<file path="config.mk">
export PLATFORM = sky130hd
export DESIGN_NAME = cmos_spi_cfg_seq
export DESIGN_NICKNAME = d
export VERILOG_FILES = /design/src/rtl/cmos_spi_cfg_seq.sv
export SDC_FILE = /design/constraint.sdc
export NUM_CORES = 1
export LEC_CHECK = 0
export ABC_AREA = 1
export CORE_MARGIN = 2
export CORE_UTILIZATION = 35
export CTS_CLUSTER_DIAMETER = 120
export DETAILED_ROUTE_END_ITERATION = 8
export GPL_TIMING_DRIVEN = 0
export SETUP_SLACK_MARGIN = 0.02
export SYNTH_ARGS = -nofsm -noshare
export SYNTH_HDL_FRONTEND = slang
export SYNTH_SLANG_ARGS = --single-unit
</file>
<file path="constraint.sdc">
create_clock -name clk_input -period 4.89 [get_ports clk_input]
set_clock_uncertainty 0.05 [all_clocks]
set_input_delay 0.978 -clock clk_input [delete_from_list [all_inputs] [get_ports clk_input]]
set_output_delay 0.978 -clock clk_input [all_outputs]
set_load 0.02 [all_outputs]
</file>
<file path="src/rtl/cmos_spi_cfg_seq.sv">
// Table-driven CMOS sensor register configuration sequencer sitting in front of the SPI master.
// Walks the init table, issues one SPI transaction per entry, handles delays and write read-back verify.
module cmos_spi_cfg_seq #(
  parameter int unsigned TBL_AW    = 8,
  parameter int unsigned DLY_UNIT  = 1024,
  parameter bit          VERIFY    = 1'b1,
  parameter int unsigned MAX_RETRY = 3,
  parameter int unsigned TIMEOUT   = 4096
) (
  input  logic              clk_input,
  input  logic              reset,
  input  logic              start,
  output logic              busy,
  output logic              done,
  output logic              error,
  output logic [TBL_AW-1:0] err_index,
  output logic [15:0]       err_rdata,
  output logic [TBL_AW-1:0] tbl_addr,
  input  logic [25:0]       tbl_data,
  output logic [9:0]        command_address,
  output logic [15:0]       data_write,
  output logic              execute_pulse,
  input  logic              spi_idle_fd,
  input  logic [15:0]       data_read
);

  localparam int unsigned CMD_W = 10;
  localparam int unsigned DAT_W = 16;
  localparam int unsigned DLY_W = DAT_W + $clog2(DLY_UNIT) + 1;
  localparam int unsigned TMO_W = $clog2(TIMEOUT + 1);
  localparam int unsigned RTY_W = 5;
  localparam logic [CMD_W-1:0]  CMD_END  = 10'h3FF;
  localparam logic [CMD_W-1:0]  CMD_DLY  = 10'h3FE;
  localparam logic [TBL_AW-1:0] IDX_LAST = '1;

  typedef enum logic [3:0] {
    S_IDLE, S_FETCH, S_DECODE, S_ISSUE, S_WAIT, S_VISSUE,
    S_VWAIT, S_DELAY, S_NEXT, S_DONE, S_ERROR
  } state_t;

  state_t r_state, w_state_nxt;

  logic              r_busy, w_busy_nxt;
  logic              r_done, w_done_nxt;
  logic              r_error, w_error_nxt;
  logic [TBL_AW-1:0] r_err_index, w_err_index_nxt;
  logic [DAT_W-1:0]  r_err_rdata, w_err_rdata_nxt;
  logic [TBL_AW-1:0] r_index, w_index_nxt;
  logic [CMD_W-1:0]  r_cmd, w_cmd_nxt;
  logic [DAT_W-1:0]  r_wdata, w_wdata_nxt;
  logic              r_exec, w_exec_nxt;
  logic              r_is_wr, w_is_wr_nxt;
  logic [3:0]        r_retry, w_retry_nxt;
  logic [TMO_W-1:0]  r_tmo_cnt, w_tmo_cnt_nxt;
  logic [DLY_W-1:0]  r_dly_cnt, w_dly_cnt_nxt;

  logic [CMD_W-1:0]  w_tbl_cmd;
  logic [DAT_W-1:0]  w_tbl_dat;
  logic              w_tmo_hit;
  logic              w_rd_match;
  logic              w_retry_ok;
  logic              w_restart;

  assign w_tbl_cmd  = tbl_data[25:16];
  assign w_tbl_dat  = tbl_data[15:0];
  assign w_tmo_hit  = (r_tmo_cnt == TMO_W'(TIMEOUT - 1));
  assign w_rd_match = (data_read == r_wdata);
  assign w_retry_ok = (RTY_W'(r_retry) + RTY_W'(1)) < RTY_W'(MAX_RETRY);
  assign w_restart  = start && ((r_state == S_IDLE) || (r_state == S_DONE) || (r_state == S_ERROR));

  // State register
  always_ff @(posedge clk_input or posedge reset) begin
    if (reset) r_state <= S_IDLE;
    else       r_state <= w_state_nxt;
  end

  // Next-state logic
  always_comb begin
    w_state_nxt = r_state;
    case (r_state)
      S_IDLE, S_DONE, S_ERROR: if (start) w_state_nxt = S_FETCH;
      S_FETCH:  w_state_nxt = S_DECODE;
      S_DECODE: begin
        if (w_tbl_cmd == CMD_END)      w_state_nxt = S_DONE;
        else if (w_tbl_cmd == CMD_DLY) w_state_nxt = S_DELAY;
        else                           w_state_nxt = S_ISSUE;
      end
      S_ISSUE:  w_state_nxt = S_WAIT;
      S_WAIT: begin
        if (spi_idle_fd)    w_state_nxt = (r_is_wr && VERIFY) ? S_VISSUE : S_NEXT;
        else if (w_tmo_hit) w_state_nxt = S_ERROR;
      end
      S_VISSUE: w_state_nxt = S_VWAIT;
      S_VWAIT: begin
        if (spi_idle_fd) begin
          if (w_rd_match)      w_state_nxt = S_NEXT;
          else if (w_retry_ok) w_state_nxt = S_ISSUE;
          else                 w_state_nxt = S_ERROR;
        end else if (w_tmo_hit) begin
          w_state_nxt = S_ERROR;
        end
      end
      // The decode cycle counts as the first delay cycle, so the count stops at 2
      S_DELAY:  if (r_dly_cnt <= DLY_W'(2)) w_state_nxt = S_NEXT;
      S_NEXT:   w_state_nxt = (r_index == IDX_LAST) ? S_DONE : S_FETCH;
      default:  w_state_nxt = S_IDLE;
    endcase
  end

  // Output and datapath next values
  always_comb begin
    w_busy_nxt      = r_busy;
    w_done_nxt      = r_done;
    w_error_nxt     = r_error;
    w_err_index_nxt = r_err_index;
    w_err_rdata_nxt = r_err_rdata;
    w_index_nxt     = r_index;
    w_cmd_nxt       = r_cmd;
    w_wdata_nxt     = r_wdata;
    w_is_wr_nxt     = r_is_wr;
    w_retry_nxt     = r_retry;
    w_tmo_cnt_nxt   = r_tmo_cnt;
    w_dly_cnt_nxt   = r_dly_cnt;
    w_exec_nxt      = (w_state_nxt == S_ISSUE) || (w_state_nxt == S_VISSUE);

    if (w_restart) begin
      w_busy_nxt      = 1'b1;
      w_done_nxt      = 1'b0;
      w_error_nxt     = 1'b0;
      w_err_rdata_nxt = '0;
      w_index_nxt     = '0;
    end

    case (r_state)
      S_DECODE: begin
        if (w_tbl_cmd == CMD_DLY) begin
          w_dly_cnt_nxt = DLY_W'(w_tbl_dat) * DLY_W'(DLY_UNIT);
        end else if (w_tbl_cmd != CMD_END) begin
          w_cmd_nxt   = w_tbl_cmd;
          w_wdata_nxt = w_tbl_dat;
          w_is_wr_nxt = w_tbl_cmd[0];
          w_retry_nxt = '0;
        end
      end
      S_WAIT: if (spi_idle_fd && r_is_wr && VERIFY) w_cmd_nxt = {r_cmd[CMD_W-1:1], 1'b0};
      S_VWAIT: begin
        if (spi_idle_fd) begin
          w_err_rdata_nxt = data_read;
          if (!w_rd_match && w_retry_ok) begin
            w_retry_nxt = r_retry + 4'd1;
            w_cmd_nxt   = {r_cmd[CMD_W-1:1], 1'b1};
          end
        end
      end
      S_DELAY: if (r_dly_cnt > DLY_W'(2)) w_dly_cnt_nxt = r_dly_cnt - DLY_W'(1);
      S_NEXT:  if (r_index != IDX_LAST) w_index_nxt = r_index + TBL_AW'(1);
      default: ;
    endcase

    // Timeout window runs from the pulse cycle through the wait state
    if ((w_state_nxt == S_ISSUE) || (w_state_nxt == S_VISSUE)) begin
      w_tmo_cnt_nxt = '0;
    end else if ((r_state == S_ISSUE) || (r_state == S_WAIT) ||
                 (r_state == S_VISSUE) || (r_state == S_VWAIT)) begin
      w_tmo_cnt_nxt = r_tmo_cnt + TMO_W'(1);
    end

    if (w_state_nxt == S_DONE && !w_restart) begin
      w_done_nxt = 1'b1;
      w_busy_nxt = 1'b0;
    end
    if (w_state_nxt == S_ERROR && r_state != S_ERROR) begin
      w_error_nxt     = 1'b1;
      w_busy_nxt      = 1'b0;
      w_err_index_nxt = r_index;
    end
  end

  // Datapath and output registers
  always_ff @(posedge clk_input or posedge reset) begin
    if (reset) begin
      r_busy      <= 1'b0;
      r_done      <= 1'b0;
      r_error     <= 1'b0;
      r_err_index <= '0;
      r_err_rdata <= '0;
      r_index     <= '0;
      r_cmd       <= '0;
      r_wdata     <= '0;
      r_exec      <= 1'b0;
      r_is_wr     <= 1'b0;
      r_retry     <= '0;
      r_tmo_cnt   <= '0;
      r_dly_cnt   <= '0;
    end else begin
      r_busy      <= w_busy_nxt;
      r_done      <= w_done_nxt;
      r_error     <= w_error_nxt;
      r_err_index <= w_err_index_nxt;
      r_err_rdata <= w_err_rdata_nxt;
      r_index     <= w_index_nxt;
      r_cmd       <= w_cmd_nxt;
      r_wdata     <= w_wdata_nxt;
      r_exec      <= w_exec_nxt;
      r_is_wr     <= w_is_wr_nxt;
      r_retry     <= w_retry_nxt;
      r_tmo_cnt   <= w_tmo_cnt_nxt;
      r_dly_cnt   <= w_dly_cnt_nxt;
    end
  end

  assign busy            = r_busy;
  assign done            = r_done;
  assign error           = r_error;
  assign err_index       = r_err_index;
  assign err_rdata       = r_err_rdata;
  assign tbl_addr        = r_index;
  assign command_address = r_cmd;
  assign data_write      = r_wdata;
  assign execute_pulse   = r_exec;

endmodule

</file>
== Yosys cells after proc, flatten, opt, wreduce, memory -nomap -nowiden ==
Cells that the tools add are included.

* Flip-flop bits (word level): 111
* Bits of input ports: 46
* Output and inout bits: 62
* Logic and storage cells: 122

* Add/subtract/negate cells: 5
* Order comparisons: 3
* Eq/ne operators: 29
* Mux-type cells: 40
* Bitwise operators: 3
* Reduce and logical (&&, ||, !) cells: 27

{| class="wikitable"
|+ Operators by type and width
! operator !! number
|-
| $mux W4 || 14
|-
| $mux W27 || 2
|-
| $pmux W27 S2 || 1
|-
| $mux W16 || 3
|-
| $pmux W4 S9 || 1
|-
| $pmux W10 S3 || 1
|-
| $gt A27 B2 Y1 const B || 1
|-
| $le A27 B2 Y1 const B || 1
|-
| $sub A27 B1 Y27 const B || 1
|-
| $mux W13 || 2
|-
| $mux W8 || 3
|-
| $eq A10 B10 Y1 const B || 2
|-
| $eq A4 B3 Y1 const B || 5
|-
| $eq A4 B4 Y1 const B || 5
|-
| $mux W10 || 2
|-
| $eq A16 B16 Y1 || 1
|-
| $ne A2 B2 Y1 const B || 7
|-
| $add A13 B1 Y13 const B || 1
|-
| $eq A13 B12 Y1 const B || 1
|-
| $eq A4 B2 Y1 const B || 3
|-
| $ne A10 B10 Y1 const B || 1
|-
| $reduce_and A5 Y1 || 2
|-
| $reduce_bool A2 Y1 || 5
|-
| $mux W1 || 9
|-
| other kinds (19) || 33
|}

== Logic depth before layout (Yosys ltp) ==
Gate-level depths: netlist of the first run.

* Word-level depth: 10
* Gate-level depth with buffers: 16

== Least setup slack after synthesis of the first run ==
Ideal clock, no wire load.

* Kind: input to register
* Start: input port tbl_data[23]
* End: register r_dly_cnt[7]
* Library setup time: 0.119 ns
* Arrival: 2.101 ns
* Slack: 2.620 ns
* Cell stages on the path: 10
* Path buffers: 0
* Path through: nand2_1 > nor2_1 > nand2_1 > nor3_1 > nand2_1 > nand2_2 > nand3_1 > nor2_2 > xor2_1 > nor2_1

* Longest elaborated chain between the ends: 3

{| class="wikitable"
|+ Ends and longest elaborated chain
! what !! line !! RTL
|-
| start, declared || 19 || <nowiki>input logic [25:0] tbl_data,</nowiki>
|-
| $eq A10 B10 Y1 || 136 || <nowiki>if (w_tbl_cmd == CMD_DLY) begin</nowiki>
|-
| $ne A2 B2 Y1 (no line) || -- ||
|-
| $reduce_and A3 Y1 (no line) || -- ||
|-
| end signal, assigned || 208 || <nowiki>r_dly_cnt <= w_dly_cnt_nxt;</nowiki>
|-
| end, declared || 55 || <nowiki>logic [DLY_W-1:0] r_dly_cnt, w_dly_cnt_nxt;</nowiki>
|}

Every way passes these cells.
A chain may end at the register's enable or synchronous reset.

== Worst setup path in the final report of the first run ==
* Start: input port tbl_data[24]
* End: register r_dly_cnt[11]

Same word-level chain as after synthesis.

==> results.md, run 1 <==
* GRT overflow at 0
* Yosys cell types at 40
* Max-cap violations at 0
* Power per Cell Area at 545 nW/um^2
* Min-Delay Path Class: reg -> reg
* Worst VDD drop at 0.340 mV
* Setup tns final at 0 ns
* Deepest clock path buffer count at 2
* TritonCTS clock tree: done
* Num CTS Buffers at 9
* Clk_lat worst skew at 0.36 ns
* Top-area cell type share of the netlist area at 46.1%
* Post-Syn Area at 6030 um^2
* Pins Over Slew Limit at 0
* Final Hold Viols at 0
* Final non-filler cell total at 1150
* DRT iter0 DRCs at 323
* H-tree levels at 3
* Routed vias/inst at 4.71
* Mapped Avg Cell Area at 7.47 um^2
* Post-synth top cells: nand2_1, inv_1, dfrtp_1
* Root Driver: clkbuf_16
* Post-synth top flop: dfrtp_1
* Die Y at 135 um
* Nets at 977
* Initial DRT Pass Iterations at 5
* Via count at 5422
* Worst-path clk slew at 0.07 ns
* Synthesis-to-layout area growth at 28.2%
* # clock sinks at 111
* Final min period at 2.83 ns
* Hold Path Origin: r_dly_cnt[4]
* Initial Utilization at 36.1%
* Largest net degree at the start of global routing at 67
* R2R depth at 9
* WHS Endpoint: r_dly_cnt[4]
* Synth area leader: dfrtp_1
* Power, Total at 4.21 mW
* GPL Wtd Cong at 0.844
* Pleak at 3.71 nW
* DP HPWL at 12.0 mm
* Cells after Synth at 807
* Area contributors post-synth: dfrtp_1, nand2_1, inv_1
* Hold Path Depth at 1
* RSZ-0062 raised after global routing: false
* CP Data Required Time at 5.05 ns
* Worst-Margin Slew at 0.657 ns
* ANT nets after route at 0
* Switching part of the total at 40.8%
* Post-CTS Setup Inserts at 0
* Post-synth ARST share at 100%
* Fin crit share at 58.0%
* Status: finished clean
* Ys Warns at 0
* Layout cell share with drive strength beyond 1 at 6.45%
* Max Clk Rate at 353 MHz
* Initial antenna violation count at 0
* Most common cell in the netlist: nand2_1
* WL/cell at 13.8 um
* Register share of total power at 35.1%
* CP max FO at 10
* # setup viols final at 0
* Worst Path Arrival at 3.00 ns
* Mapped Nets at 858
* IO buf count at 107
* Seq/Total Area, Yosys at 46.1%
* Seq cells post-synth at 111
* Post-synth EDFFs at 0
* R2R Setup Slk at 2.75 ns
* Global Route Usage Sum at 18.2%
* Clk network pwr share at 19.1%
* Area of the core at 16700 um^2
* Diode count at 0
* Reg-to-Reg End: r_dly_cnt[26]
* Global-route wire length before repair at 26.2 mm
* Crit. End Element: register
* Hold buffers post-CTS at 0
* Detailed-route wire length at 15.8 mm
* Combinational Power Share at 45.7%
* Die ar. at 18300 um^2
* P_sw at 1.72 mW
* Crit Path Class: in -> reg
* Vias in the first global route at 5258
* Fillers at 1701
* Relative slew slack at 56.2%
* # DRC at 0
* Startpoint types: input pin
* Placed cells at 1135
* # IOs at 108
* Pint at 2.49 mW
* PostCTS Resize Cnt at 0
* Row cnt at 47
* Die X at 135 um
* Reg-to-reg critical path startpoint: r_dly_cnt[0]
## per-layer routing
| layer | up-vias | wire (um) | GRT usage [%] |
|---|---|---|---|
| li1 | 2777 | - | - |
| met1 | 2521 | 7510 | 24.2 |
| met2 | 105 | 7340 | 29.9 |
| met3 | 19 | 723 | 4.56 |
| met4 | 0 | 253 | 4.75 |
| met5 | - | 0 | 0 |
## flip-flops by register name, indices dropped and copies added (netlist names)
register,cells
err_index,8
r_tmo_cnt,13
data_write,16
done,1
err_rdata,16
r_retry,4
r_dly_cnt,27
tbl_addr,8
command_address,10
busy,1
error,1
execute_pulse,1
r_state,4
r_is_wr,1
## worst max-delay path, cell delays in order
cell and delay [ns]:
clkdlybuf4s50_1 0.48, nand2_1 0.08, nor2_1 0.13, nand2_1 0.07, nor3_1 0.22, nand2_1 0.24, nand2_2 0.20, clkbuf_1 0.43
o21ai_0 0.16
## metrics by stage
step | instance area, um^2 | worst slack, ns | hold slack (ns) | utilization [%]
6_report | 7730 | 2.06 | 0.420 | 46.3
5_1_grt | 7730 | 1.79 | 0.447 | 46.3
4_1_cts | 7730 | 2.07 | 0.422 | 46.3
3_5_place_dp | 7410 | 1.70 | 0.405 | 44.4
3_3_place_gp | 7380 | -0.972 | 0.405 | 44.2
2_1_floorplan | 6030 | 0.931 | 0.384 | -
## power by group through the flow
stage	Sequential, mW	Clock [mW]	Combinational, mW
2_1_floorplan	1.68	0	0.995
3_3_place_gp	1.49	0	1.91
3_5_place_dp	1.49	0	1.93
4_1_cts	1.48	0.829	1.94
5_1_grt	1.52	0.861	2.16
6_report	1.48	0.806	1.93
## cell type report
cell class / count / area [um^2] / area share, %
plain buffers: 17 / 83.8 / 1.08
clock buffers: 10 / 239 / 3.09
clock inverters: 5 / 81.3 / 1.05
inverters: 127 / 482 / 6.23
multi-input cells: 552 / 2690 / 34.8
flip-flops and latches: 111 / 2780 / 35.9
well taps: 220 / 275 / 3.56
repair buffers: 108 / 1100 / 14.2
## cells in the final DEF (no fill, tap or decap), types with 4 or more instances in the layout
cell type and n:
nand2_1 224, inv_1 118, dfrtp_1 111, clkdlybuf4s50_1 107, nor2_1 80, o21ai_0 70
nand3_1 55, a21oi_1 28, xor2_1 18, nor3_1 14, clkbuf_1 12, clkbuf_16 9
nand2_2 8, inv_2 7, nor2_2 7, a22oi_1 5, ha_1 5, xnor2_1 4
mux2_4 4, mux2_2 4
## kinds of logic after synthesis
logic type      share of synthesized area, %
flops                                   46.1
fa+ha+maj                               1.04
simple gates                            28.3
xor+xnor                                3.19
mux                                     1.74
buf+inv                                 9.29
compound gates                          10.3
## worst max path at each step
stage / slack, ns / end / depth (start not counted) / start
floorplan: 0.93 / busy / 1 / reset
global placement: -0.97 / r_dly_cnt[13] / 2 / reset
detailed placement: 1.70 / r_dly_cnt[11] / 9 / tbl_data[25]
CTS: 2.07 / r_dly_cnt[11] / 9 / tbl_data[25]
global route: 1.79 / r_dly_cnt[24] / 9 / tbl_data[24]
finish: 2.06 / r_dly_cnt[11] / 9 / tbl_data[24]
Power figures use the tool's default switching activity.
==> run 2, diff against run 1 <==
- clock period: 4.89 -> 2.6 ns (I/O delays scaled with it)
==> run 2 against run 1 <==
Register-to-register slack worse by 2.3 ns. Routed wire length is 0.32% higher. Design area hardly changed. Sequential power is 89% higher. Critical path type unchanged.
==> results.md, run 2 (synthesis gave the netlist of run 1 again) <==
* Commonest non-fill, non-tap cell in the layout: nand2_1
* TritonCTS clock tree: done
* Clk_lat worst skew at 0.36 ns (about the same)
* Die Y at 135 um (unchanged)
* Initial DRT Pass Iterations at 5 (unchanged)
* Row cnt at 47 (unchanged)
* Fin crit share at 85.1%
* Max Clk Rate at 452 MHz
* Deepest clock path buffer count at 2 (unchanged)
* Setup tns final at 0 ns (unchanged)
* Min-Delay Path Class: in -> async
* # setup viols final at 0 (unchanged)
* Max-cap violations at 0 (unchanged)
* Detailed-route wire length at 15.9 mm (+0.32%)
* # clock sinks at 111 (unchanged)
* Status: finished clean
* Worst-path clk slew at 0.07 ns (about the same)
* Worst-Margin Slew at 0.645 ns (-0.0120 ns)
* PostCTS Resize Cnt at 0 (unchanged)
* Most frequent cells in the layout: nand2_1, inv_1, dfrtp_1, clkdlybuf4s50_1, nor2_1
* Post-layout util at 46.3% (about the same)
* RSZ-0062 raised after global routing: false
* Worst Setup SP: tbl_data[21]
* Nets at 979 (+0.20%)
* Die X at 135 um (unchanged)
* Worst VDD drop at 0.567 mV (+67%)
* ANT nets after route at 0 (unchanged)
* Max FFs per register at 27 (unchanged)
* Place WS at -0.191 ns (-1.89 ns)
* Crit Path Class: in -> reg
* DRT iter0 DRCs at 350 (+8.4%)
* Layout cell share with drive strength beyond 1 at 6.75% (+0.30 points)
* Routed vias/inst at 4.74 (+0.51%)
* Synthesis-to-layout area growth at 28.1% (about the same)
* Final non-filler cell total at 1153 (+0.26%)
* Startpoint types: input pin
* Die ar. at 18300 um^2 (unchanged)
* GRT overflow at 0 (unchanged)
* Post-CTS Setup Inserts at 0 (unchanged)
* Global-route wire length before repair at 26.2 mm (+0.34%)
* CP max FO at 10 (unchanged)
* Root Driver: clkbuf_16
* Placed cells at 1137 (+0.18%)
* Reg-to-reg critical path startpoint: r_dly_cnt[0]
* Area of the core at 16700 um^2 (unchanged)
* Crit. End Element: register
* Global Route Usage Sum at 18.2% (-0.025 points)
* IO buf count at 107 (unchanged)
* Final Hold Viols at 0 (unchanged)
* # DRC at 0 (unchanged)
* Vias in the first global route at 5212 (-0.87%)
* WL/cell at 13.8 um (about the same)
* H-tree levels at 3 (unchanged)
* Pins Over Slew Limit at 0 (unchanged)
* Diode count at 0 (unchanged)
* Largest net degree at the start of global routing at 38 (-43%)
* Power per Cell Area at 1000 nW/um^2 (+84%)
* Slack of the critical path at 0.386 ns (-1.67 ns)
* GPL Wtd Cong at 0.866 (+2.6%)
* Initial Utilization at 36.1% (unchanged)
* Final min period at 2.21 ns
* Initial antenna violation count at 0 (unchanged)
* Relative slew slack at 57.0% (+0.80 points)
* Hold buffers post-CTS at 0 (unchanged)
* Worst Path Arrival at 2.44 ns (-0.56 ns)
* # IOs at 108 (unchanged)
* Via count at 5464 (+0.77%)
* CP Data Required Time at 2.83 ns (-2.22 ns)
* Hold_ws at 0.412 ns (-0.00827 ns)
* DP HPWL at 12.1 mm (+1.3%)
* Biggest register: r_dly_cnt
* Pleak at 3.71 nW (about the same)
* Num CTS Buffers at 9 (unchanged)
[run 2: report_power, final]
group          switching (mW)  internal [mW]  leakage [nW]
registers               0.458           2.33          1.42
clock network           0.639          0.708         0.137
logic                    2.14           1.49          2.15
total                    3.23           4.53          3.71
[run 2: per-stage QoR]
stage	area (um^2)	total power [mW]
6_report	7730	7.76
3_5_place_dp	7440	6.45
2_1_floorplan	6030	5.03
5_1_grt	7730	8.37
4_1_cts	7720	7.84
3_3_place_gp	7380	6.41
[run 2: final cells by class]
class	instances	area (um^2)
Clock buffer	14	264
Clock inverter	2	13.8
Tap cell	220	275
Buffer	17	85.1
Timing Repair Buffer	110	1130
Sequential cell	111	2780
Fill cell	1687	8970
Multi-Input combinational cell	552	2700
Inverter	127	480
[run 2: final timing paths]
check                           cells after the start       endpoint  slack [ns]
worst max-delay path                               12   r_tmo_cnt[1]        0.39
worst min-delay path                                2   r_tmo_cnt[8]        0.41
worst max register to register                      9  r_dly_cnt[22]        0.50
worst min register to register                      1   r_dly_cnt[4]        0.42
max in group asynchronous                           4  data_write[7]        1.38
min in group clk_input                              1   r_dly_cnt[4]        0.42
[run 2: per-layer routing]
layer	GRT usage (%)	wire, um	vias to the layer above
li1	-	-	2780
met1	24.2	7490	2556
met2	30.1	7410	114
met3	4.34	789	14
met4	4.57	193	0
met5	0	0	-
[run 2: worst max-delay path, stage by stage]
cell and delay [ns]:
clkdlybuf4s50_1 0.48, nand2_1 0.05, nor2_1 0.18, nand2_1 0.09, nor3_2 0.17, nand2_2 0.16
inv_2 0.18, nor3_2 0.07, nand2_2 0.11, nand2_2 0.12, buf_4 0.20, a21oi_1 0.12
